--- src/rtl/inst_arb_merge_pkg.sv ---
// rtl/inst_arb_merge_pkg.sv - shared types and constants for the instruction merge arbiter
package inst_arb_pkg;

    localparam int PKT_W     = 18;
    localparam int SRC_W     = 4;
    localparam int CONTENT_W = 14;

    // Content-type field positions inside the 14-bit content word.
    localparam int         CT_FILTER_BIT = 0;      // 0 = ifmap, 1 = filter
    localparam logic [1:0] CT_NEW_IFMAP  = 2'b00;  // content[1:0] marks a new ifmap set

    typedef struct packed {
        logic [CONTENT_W-1:0] content;
        logic [SRC_W-1:0]     pe_node;
    } pkt_t;

    function automatic logic is_new_ifmap(input pkt_t p);
        return p.content[1:0] == CT_NEW_IFMAP;
    endfunction

    function automatic logic is_filter(input pkt_t p);
        return p.content[CT_FILTER_BIT];
    endfunction

endpackage

--- src/rtl/inst_arb_merge_if.sv ---
// rtl/inst_arb_merge_if.sv - handshake bundle between PE FIFOs, merge stage and injection port
//   in_valid/in_data/in_ready : per-source request, packed packets, one-hot accept
//   out_valid/out_data/out_src/out_ready : registered packet toward the network
//   modport master : the merge stage; modport slave : sources plus downstream consumer
interface inst_arb_merge_if
    import inst_arb_pkg::*;
#(
    parameter int NUM_SRC = 4,
    parameter int P_W     = PKT_W,
    parameter int S_W     = SRC_W
);
    logic [NUM_SRC-1:0]     in_valid;
    logic [NUM_SRC*P_W-1:0] in_data;
    logic [NUM_SRC-1:0]     in_ready;
    logic                   out_valid;
    logic [P_W-1:0]         out_data;
    logic [S_W-1:0]         out_src;
    logic                   out_ready;

    modport master (
        input  in_valid, in_data, out_ready,
        output in_ready, out_valid, out_data, out_src
    );

    modport slave (
        output in_valid, in_data, out_ready,
        input  in_ready, out_valid, out_data, out_src
    );
endinterface

--- src/rtl/inst_arb_merge_rr_pick.sv ---
// rtl/inst_arb_merge_rr_pick.sv - combinational round-robin priority finder
//   req     : request vector
//   ptr     : index where the search starts (highest priority)
//   gnt_idx : first requesting index at or after ptr, wrapping modulo N
//   gnt_any : at least one request present
module rr_pick #(
    parameter int N = 4,
    parameter int W = (N > 1) ? $clog2(N) : 1
) (
    input  logic [N-1:0] req,
    input  logic [W-1:0] ptr,
    output logic [W-1:0] gnt_idx,
    output logic         gnt_any
);
    localparam int SW = W + 1;

    logic [SW-1:0] sum;
    logic [W-1:0]  cand;

    always_comb begin
        gnt_idx = '0;
        gnt_any = 1'b0;
        sum     = '0;
        cand    = '0;
        for (int i = 0; i < N; i++) begin
            // One extra bit so ptr+i never overflows before the explicit
            // wrap; this keeps non-power-of-two N correct.
            sum = {1'b0, ptr} + SW'(i);
            if (sum >= SW'(N)) begin
                sum = sum - SW'(N);
            end
            cand = sum[W-1:0];
            if (!gnt_any && req[cand]) begin
                gnt_any = 1'b1;
                gnt_idx = cand;
            end
        end
    end
endmodule

--- src/rtl/inst_arb_merge.sv ---
// rtl/inst_arb_merge.sv - N-to-1 round-robin merge of PE instruction FIFOs into one registered output
//   clk, rst : clock, synchronous active-high reset
//   bus      : inst_arb_merge_if.master (sources in, network injection out)
//   tag_err  : sticky PE_node tag mismatch flag, only with INST_ARB_TAG_CHK_EN
module inst_arb_merge
    import inst_arb_pkg::*;
#(
    parameter int NUM_SRC = 4,
    parameter int IDX_W   = (NUM_SRC > 1) ? $clog2(NUM_SRC) : 1
) (
    input  logic               clk,
    input  logic               rst,
    inst_arb_merge_if.master   bus
`ifdef INST_ARB_TAG_CHK_EN
    ,
    output logic               tag_err
`endif
);
    logic [IDX_W-1:0] rr_ptr;
    logic [IDX_W-1:0] gnt_idx;
    logic [IDX_W-1:0] next_ptr;
    logic             gnt_any;
    logic             load_ok;
    logic             xfer;
    pkt_t             win_pkt;

    rr_pick #(.N(NUM_SRC), .W(IDX_W)) u_pick (
        .req     (bus.in_valid),
        .ptr     (rr_ptr),
        .gnt_idx (gnt_idx),
        .gnt_any (gnt_any)
    );

    // Output register is free when empty or being drained this cycle,
    // which allows one packet per cycle under back-to-back accept.
    assign load_ok  = !bus.out_valid || bus.out_ready;
    assign xfer     = gnt_any && load_ok && !rst;
    assign win_pkt  = bus.in_data[int'(gnt_idx)*PKT_W +: PKT_W];
    assign next_ptr = (gnt_idx == IDX_W'(NUM_SRC-1)) ? '0 : gnt_idx + 1'b1;

    always_comb begin
        bus.in_ready = '0;
        if (xfer) begin
            bus.in_ready[gnt_idx] = 1'b1;
        end
    end

    always_ff @(posedge clk) begin
        if (rst) begin
            bus.out_valid <= 1'b0;
            bus.out_data  <= '0;
            bus.out_src   <= '0;
            rr_ptr        <= '0;
        end else if (xfer) begin
            bus.out_valid <= 1'b1;
            bus.out_data  <= win_pkt;
            bus.out_src   <= SRC_W'(gnt_idx);
            rr_ptr        <= next_ptr;
        end else if (bus.out_ready) begin
            // Drain without refill; out_data keeps its last value.
            bus.out_valid <= 1'b0;
        end
    end

`ifdef INST_ARB_TAG_CHK_EN
    always_ff @(posedge clk) begin
        if (rst) begin
            tag_err <= 1'b0;
        end else if (xfer && (win_pkt.pe_node != SRC_W'(gnt_idx))) begin
            tag_err <= 1'b1;
            $error("inst_arb_merge: source %0d supplied PE_node tag %0h", gnt_idx, win_pkt.pe_node);
        end
    end
`endif
endmodule

--- src/flat_wrapper.sv ---
// flat-port wrapper written by rule: the top's interface ports become plain ports
module inst_arb_merge_flat import inst_arb_pkg::*;
#(
    parameter int NUM_SRC = 4,
    parameter int IDX_W   = (NUM_SRC > 1) ? $clog2(NUM_SRC) : 1
)
  (clk, rst, bus_in_valid, bus_in_data, bus_out_ready, bus_in_ready, bus_out_valid, bus_out_data, bus_out_src);
  inst_arb_merge_if #(.NUM_SRC(NUM_SRC)) bus_i ();
  input  logic clk;
  input  logic rst;
  input wire logic [$bits(bus_i.in_valid)-1:0] bus_in_valid;
  input wire logic [$bits(bus_i.in_data)-1:0] bus_in_data;
  input wire logic [$bits(bus_i.out_ready)-1:0] bus_out_ready;
  output wire logic [$bits(bus_i.in_ready)-1:0] bus_in_ready;
  output wire logic [$bits(bus_i.out_valid)-1:0] bus_out_valid;
  output wire logic [$bits(bus_i.out_data)-1:0] bus_out_data;
  output wire logic [$bits(bus_i.out_src)-1:0] bus_out_src;
  assign bus_i.in_valid = bus_in_valid;
  assign bus_i.in_data = bus_in_data;
  assign bus_i.out_ready = bus_out_ready;
  assign bus_in_ready = bus_i.in_ready;
  assign bus_out_valid = bus_i.out_valid;
  assign bus_out_data = bus_i.out_data;
  assign bus_out_src = bus_i.out_src;
  inst_arb_merge #(.NUM_SRC(NUM_SRC), .IDX_W(IDX_W)) u_core (.clk(clk), .rst(rst), .bus(bus_i));
endmodule
--- config.mk ---
export PLATFORM = sky130hd
export DESIGN_NAME = inst_arb_merge_flat
export DESIGN_NICKNAME = d
export VERILOG_FILES = /design/src/rtl/inst_arb_merge_pkg.sv /design/src/rtl/inst_arb_merge_if.sv /design/src/rtl/inst_arb_merge_rr_pick.sv /design/src/rtl/inst_arb_merge.sv /design/src/flat_wrapper.sv
export SDC_FILE = /design/constraint.sdc
export NUM_CORES = 1
export LEC_CHECK = 0
export ABC_AREA = 0
export CAP_MARGIN = 0
export CORE_MARGIN = 4
export CORE_UTILIZATION = 35
export DETAILED_ROUTE_END_ITERATION = 8
export PLACE_DENSITY_LB_ADDON = 0.2
export SLEW_MARGIN = 20
export SYNTH_ARGS = -nofsm -noshare
export SYNTH_HDL_FRONTEND = slang
export SYNTH_SLANG_ARGS = --single-unit
--- constraint.sdc ---
create_clock -name clk -period 3.2 [get_ports clk]
set_input_delay 0.96 -clock clk [delete_from_list [all_inputs] [get_ports clk]]
set_output_delay 0.96 -clock clk [all_outputs]
set_load 0.005 [all_outputs]
==> impl_metrics.py, run 1 <==
metrics = {
    "placement": {
        "dpl.hpwl_mm": 4.11,
        "numPortBuffers": 103,
        "gp_congestion": 0.788,
    },
    "floorplanning": {
        "die_w_um": 73.5,
        "io_pins": 106,
        "initial_core_util_pct": 36.7,
        "die_height_um": 73.5,
        "coreArea_um2": 4090,
        "dieArea_um2": 5400,
        "row_count": 23,
    },
    "global_route": {
        "antenna_found_initial": 0,
        "overflow": 0,
        "globalRouteTotalUtil_pct": 18.7,
        "grt_pass1_vias": 1719,
        "grt_pass1_wl_mm": 8.06,
        "grt_max_degree": 25,
    },
    "worst_hold_path": {
        "hold_class": "flip-flop to flip-flop",
        "hp-start": "u_core.bus.out_data[0]",
        "hold_path_depth": 2,
        "min_to": "u_core.bus.out_data[0]",
    },
    "pwr": {
        "power_switching_uw": 306,
        "power.share.combinational_pct": 47.5,
        "sequentialPowerShare_pct": 35.0,
        "p_per_area_nw_per_um2": 370,
        "finalPower_mw": 1.03,
        "p_clk_share_pct": 17.5,
        "p_sw_share_pct": 29.7,
        "peakVddDrop_v": 0.000184,
        "internal_power_uw": 724,
        "power_leakage_nw": 1.18,
    },
    "outcome": {
        "status": "finished, final reports clean",
    },
    "setup_path": {
        "max_stage_delay_ps": 550,
        "ff2ff_path_depth": 7,
        "critPathMaxFanout": 4,
        "cp-end-kind": "primary output",
        "critPathTopFamily": "simple AND/OR/NAND/NOR gates",
        "r2r-start": "u_core.rr_ptr[0]",
        "crit_path_top_delay_cell": "or4b_4",
        "r2r_setup_slack_ps": 1200,
        "path_class": "input port to primary output",
        "path_buf_inv": 2,
        "critPathRequiredTime_ps": 2240,
        "crit_path_frequent_cell": "and2_4",
        "worstPathCellList": "buf_4, nor2b_4, or4b_4, and2_4, and2_4, buf_6",
        "r2r-end": "u_core.bus.out_data[5]",
        "cp-start-kind": "input port",
        "arrival_ps": 2230,
    },
    "clock_tree": {
        "cts_buffers": 3,
        "clockBufferDepth": 2,
        "numClockSinks": 23,
        "cts_max_level": 1,
        "clkSlewWorstSetupHoldPaths_ps": 80,
        "cts_tree": "built",
        "insertion_delay_ps": 260,
        "clock-root-buffer": "clkbuf_8",
    },
    "synth": {
        "netlist_top_cells_area": "dfxtp_1 31%, mux2i_1 14%, o211ai_1 8.5%, and3_1 7.1%, a21boi_0 7.0%",
        "netlist_area_um2": 1500,
        "synth-edff-count": 0,
        "ys_types": 33,
        "synth.most_common_cell": "dfxtp_1",
        "yosysTopAreaCellShare_pct": 30.7,
        "seq_area_frac_synth_pct": 30.7,
        "synthTopCellsByCount": "23 x dfxtp_1, 21 x mux2i_1, 20 x nand2_1",
        "synth_ff_type": "dfxtp_1",
        "yosysWarnings": 0,
        "synth-seq-cells": 23,
        "avgSynthCellArea_um2": 8.20,
        "async_reset_ff_share_pct": 0,
        "synth_area_leader_cell": "dfxtp_1",
        "synth_cells": 183,
    },
    "cells_and_area": {
        "antenna_cells": 0,
        "fin_nets": 380,
        "syn_to_final_growth_pct": 85.4,
        "layout-drive-gt1-share_pct": 17.3,
    },
    "sta": {
        "min_period_ps": 3190,
        "setup_violations": 0,
        "slew_violations": 0,
        "fin_worst_skew_ps": 2.27,
        "hold_viol": 0,
        "tightest_slew_ps": 736,
        "fmax_ghz": 0.313,
        "min_period_over_period_pct": 99.7,
        "relSlewSlack_pct": 50.9,
        "finalSetupTns_ps": 0,
    },
    "routing": {
        "wl_met3_um": 537,
        "drtPass1Iterations": 4,
        "avgRoutedWirePerCell_um": 15.2,
        "vias": 1815,
        "ant_nets": 0,
        "vias_per_cell": 5.19,
        "drt-total-wl_mm": 5.32,
        "top_layer_used": "met4",
        "drt_iter0_drc": 78,
        "dr_wl_met2_mm": 2.71,
        "wl_met1_mm": 2.03,
        "drc": 0,
    },
    "run": {
        "max-cap-violations": 0,
    },
}
## layer usage
| layer | track usage [%] | vias to the layer above |
|---|---|---|
| li1 | - | 894 |
| met1 | 23.3 | 834 |
| met2 | 33.4 | 83 |
| met3 | 3.15 | 4 |
| met4 | 4.43 | 0 |
| met5 | 0 | - |
## worst reg2reg max path, delay by kind of cell (launching register included)
kind | cells | cell delay, ps
multiplexers | 1 | 180
flip-flops | 1 | 430
buffers and inverters | 2 | 330
AO/OA/AOI/OAI | 1 | 100
AND/OR/NAND/NOR | 3 | 840
## state kept, by name, summed over array words and instances, names as in the netlist
signal,cells
u_core.bus.out_data,18
u_core.bus.out_src,2
u_core.bus.out_valid,1
u_core.rr_ptr,2
## metrics by stage
step           cells  cell area [um^2]  worst slack (ps)  utilization [%]  hold slack (ps)
2_1_floorplan    184              1510              71.8                -              474
3_3_place_gp     341              2660              -717             65.2              463
3_5_place_dp     341              2660              -755             65.2              470
4_1_cts          348              2750             -24.0             67.3              490
5_1_grt          350              2780             -10.2             68.1              511
6_report         350              2780              8.83             68.1              487
## cells in the final DEF, fill, tap and decap left out, types with 3 or more instances in the layout
cell,instances
dfxtp_1,23
buf_2,3
nand2_1,20
and3_1,17
buf_6,4
o21ai_0,4
and2_4,3
mux2i_1,21
nor2_1,6
a21boi_1,5
clkbuf_8,3
o211ai_1,17
clkdlybuf4s50_1,94
o21ai_1,13
buf_4,25
a21boi_0,13
## cell type report
type | instances | area (um^2)
multi-input cells | 143 | 1000
flip-flops and latches | 23 | 460
well taps | 50 | 62.6
repair buffers | 129 | 1210
clock buffers | 4 | 45.0
inverters | 1 | 3.75
fillers | 368 | 1300
## power by group through the flow
stage               sequential (mW)  combinational, mW  clock, mW
floorplan                     0.366              0.211          0
global placement              0.364              0.458          0
detailed placement            0.365              0.466          0
CTS                           0.361              0.479      0.181
global route                  0.368              0.530      0.198
finish                        0.361              0.489      0.180
## what timing repair did
item | 4_1_cts | 5_1_grt
resized for setup | 37 | 16
endpoints found under the setup margin | 4 | 4
cloned | 0 | 0
hold buffers | 0 | 0
pin swaps | 6 | 4
setup buffers | 3 | 2
## cells by family (layout without fill, tap and decap cells)
| logic type | after synthesis | after routing | synth area share, % |
|---|---|---|---|
| compound gates | 61 | 61 | 27.7 |
| simple gates | 58 | 58 | 20.3 |
| flops | 23 | 23 | 30.7 |
| mux | 21 | 21 | 14.0 |
| buf+inv | 18 | 134 | 6.50 |
| other cells | 1 | 2 | 0.250 |
| xor+xnor | 1 | 1 | 0.583 |
## worst max path at each step
stage | from | to | slack, ps | cells after the start
6_report | bus_in_valid[0] | bus_in_ready[2] | 9 | 6
5_1_grt | bus_in_valid[0] | bus_in_ready[2] | -10 | 6
4_1_cts | bus_in_valid[2] | bus_in_ready[0] | -20 | 7
3_5_place_dp | bus_in_valid[2] | bus_in_ready[3] | -760 | 7
3_3_place_gp | bus_in_valid[2] | bus_in_ready[3] | -720 | 7
2_1_floorplan | bus_in_valid[2] | bus_in_ready[2] | 70 | 6
Power figures use the tool's default switching activity.
==> inputs of run 2 (changes only) <==
--- a/config.mk
+++ b/config.mk
@@ -8,7 +8,8 @@
 export ABC_AREA = 0
 export CAP_MARGIN = 0
 export CORE_MARGIN = 4
-export CORE_UTILIZATION = 35
+export CORE_UTILIZATION = 36
+export CTS_BUF_LIST = sky130_fd_sc_hd__clkbuf_8
 export DETAILED_ROUTE_END_ITERATION = 8
 export PLACE_DENSITY_LB_ADDON = 0.2
 export SLEW_MARGIN = 20
==> impl_metrics.py, run 2 (synthesized netlist as in run 1, its figures left out) <==
metrics = {
    "global_route": {
        "globalRouteTotalUtil_pct": 19.3,
        "overflow": 0,
        "grt_max_degree": 25,
        "grt_pass1_wl_mm": 8.04,
        "antenna_found_initial": 0,
        "grt_pass1_vias": 1713,
    },
    "placement": {
        "gp_congestion": 0.774,
        "dp_cells": 340,
        "placed_cell_area_um2": 2660,
        "numPortBuffers": 103,
        "dpl.hpwl_mm": 4.00,
    },
    "worst_hold_path": {
        "hold_path_depth": 2,
        "hp-start": "u_core.bus.out_data[0]",
        "hold_class": "flip-flop to flip-flop",
    },
    "setup_path": {
        "ff2ff_path_depth": 8,
        "r2r-start": "u_core.rr_ptr[0]",
        "critPathMaxFanout": 4,
        "startpoint": "bus_in_valid[0]",
        "cp-end-kind": "primary output",
        "cp-start-kind": "input port",
        "path_class": "input port to primary output",
        "arrival_ps": 2180,
        "critPathRequiredTime_ps": 2240,
    },
    "sta": {
        "tightest_slew_ps": 737,
        "min_period_over_period_pct": 98.1,
        "fmax_ghz": 0.319,
        "setup_violations": 0,
        "relSlewSlack_pct": 50.8,
        "min_period_ps": 3140,
        "slew_violations": 0,
        "rsz0062_at_grt": "false",
        "hold_viol": 0,
        "fin_worst_skew_ps": 4.11,
    },
    "pwr": {
        "power_switching_uw": 308,
        "sequentialPowerShare_pct": 35.1,
        "p_per_area_nw_per_um2": 371,
        "peakVddDrop_v": 0.000204,
        "power_leakage_nw": 1.17,
        "p_sw_share_pct": 30.1,
        "internal_power_uw": 716,
        "power.share.combinational_pct": 46.7,
        "p_clk_share_pct": 18.3,
    },
    "cells_and_area": {
        "largest_reg_flops": 18,
        "regMostFlops": "u_core.bus.out_data",
        "antenna_cells": 0,
        "top_regs": "u_core.bus.out_data x18, u_core.bus.out_src x2, u_core.rr_ptr x2",
        "layout-drive-gt1-share_pct": 16.4,
        "n_fill_cell": 358,
        "fin_nets": 378,
        "finalInstanceArea_um2": 2760,
        "final_common_cell": "clkdlybuf4s50_1",
        "instances_no_fill": 348,
        "final_cell_mix": "93 x clkdlybuf4s50_1, 23 x dfxtp_1, 22 x buf_4",
        "syn_to_final_growth_pct": 83.8,
    },
    "routing": {
        "avgRoutedWirePerCell_um": 14.7,
        "drtPass1Iterations": 4,
        "ant_nets": 0,
        "vias_per_cell": 5.05,
        "drt-total-wl_mm": 5.11,
        "drt_iter0_drc": 37,
        "drc": 0,
        "vias": 1756,
    },
    "floorplanning": {
        "io_pins": 106,
        "initial_core_util_pct": 37.3,
        "dieArea_um2": 5270,
        "coreArea_um2": 4030,
        "die_height_um": 72.6,
        "die_w_um": 72.6,
        "row_count": 23,
    },
    "clock_tree": {
        "cts_max_level": 1,
        "insertion_delay_ps": 270,
        "clockBufferDepth": 2,
        "cts_buffers": 3,
        "clkSlewWorstSetupHoldPaths_ps": 80,
        "numClockSinks": 23,
        "clock-root-buffer": "clkbuf_8",
        "cts_tree": "built",
    },
    "run": {
        "max-cap-violations": 0,
    },
    "outcome": {
        "status": "finished, final reports clean",
    },
}
==> run 2: worst paths after layout <==
kind | slack [ps] | endpoint
worst min-delay path | 490 | u_core.bus.out_data[0]
worst max register to register | 1270 | u_core.bus.out_data[10]
worst max-delay path | 60 | bus_in_ready[3]
worst min register to register | 490 | u_core.bus.out_data[0]
==> run 2: power groups by stage <==
stage / combinational (mW) / clock [mW] / sequential, mW
floorplan: 0.211 / 0 / 0.366
global placement: 0.457 / 0 / 0.364
detailed placement: 0.463 / 0 / 0.364
CTS: 0.484 / 0.187 / 0.359
global route: 0.523 / 0.197 / 0.364
finish: 0.478 / 0.187 / 0.359
==> run 2: layout make-up <==
cell class,instances,area [um^2],share of cell area [%]
Clock buffer,3,41.3,1.50
Sequential cell,23,460,16.7
Tap cell,50,62.6,2.27
Timing Repair Buffer,127,1190,43.2
Inverter,1,3.75,0.136
Multi-Input combinational cell,143,997,36.1
Clock inverter,1,3.75,0.136
==> run 2: metrics by stage <==
stage                     hold slack, ps  TNS (ps)  total power, mW  utilization [%]  setup slack [ps]
after floorplan                      474         0            0.577                -              71.8
after global placement               462     -2750            0.821             65.9              -748
after detailed placement             469     -2900            0.827             65.9              -815
after CTS                            491         0             1.03             68.5              12.4
after global routing                 509         0             1.08             68.5              9.13
final                                485         0             1.02             68.5              61.7
==> run 2: per-layer routing <==
| metal | share of wire (%) | wire, um | track usage (%) |
|---|---|---|---|
| met5 | 0 | 0 | 0 |
| met4 | 0.74 | 38 | 3.69 |
| met3 | 8.2 | 420 | 4.41 |
| met2 | 49 | 2530 | 34.5 |
| met1 | 42 | 2120 | 23.6 |
==> run 2: critical path, stage by stage <==
cell     delay (ps)
buf_4           130
nor2b_1         140
or4_4           500
buf_6           140
nand2_4          60
and2_4          140
buf_2           100
==> run 2: repair_timing <==
item | 4_1_cts | 5_1_grt
buffers inserted | 5 | 0
pin swaps | 7 | 3
gates resized for setup | 47 | 8
hold buffers | 0 | 0
endpoints found under the setup margin | 4 | 3
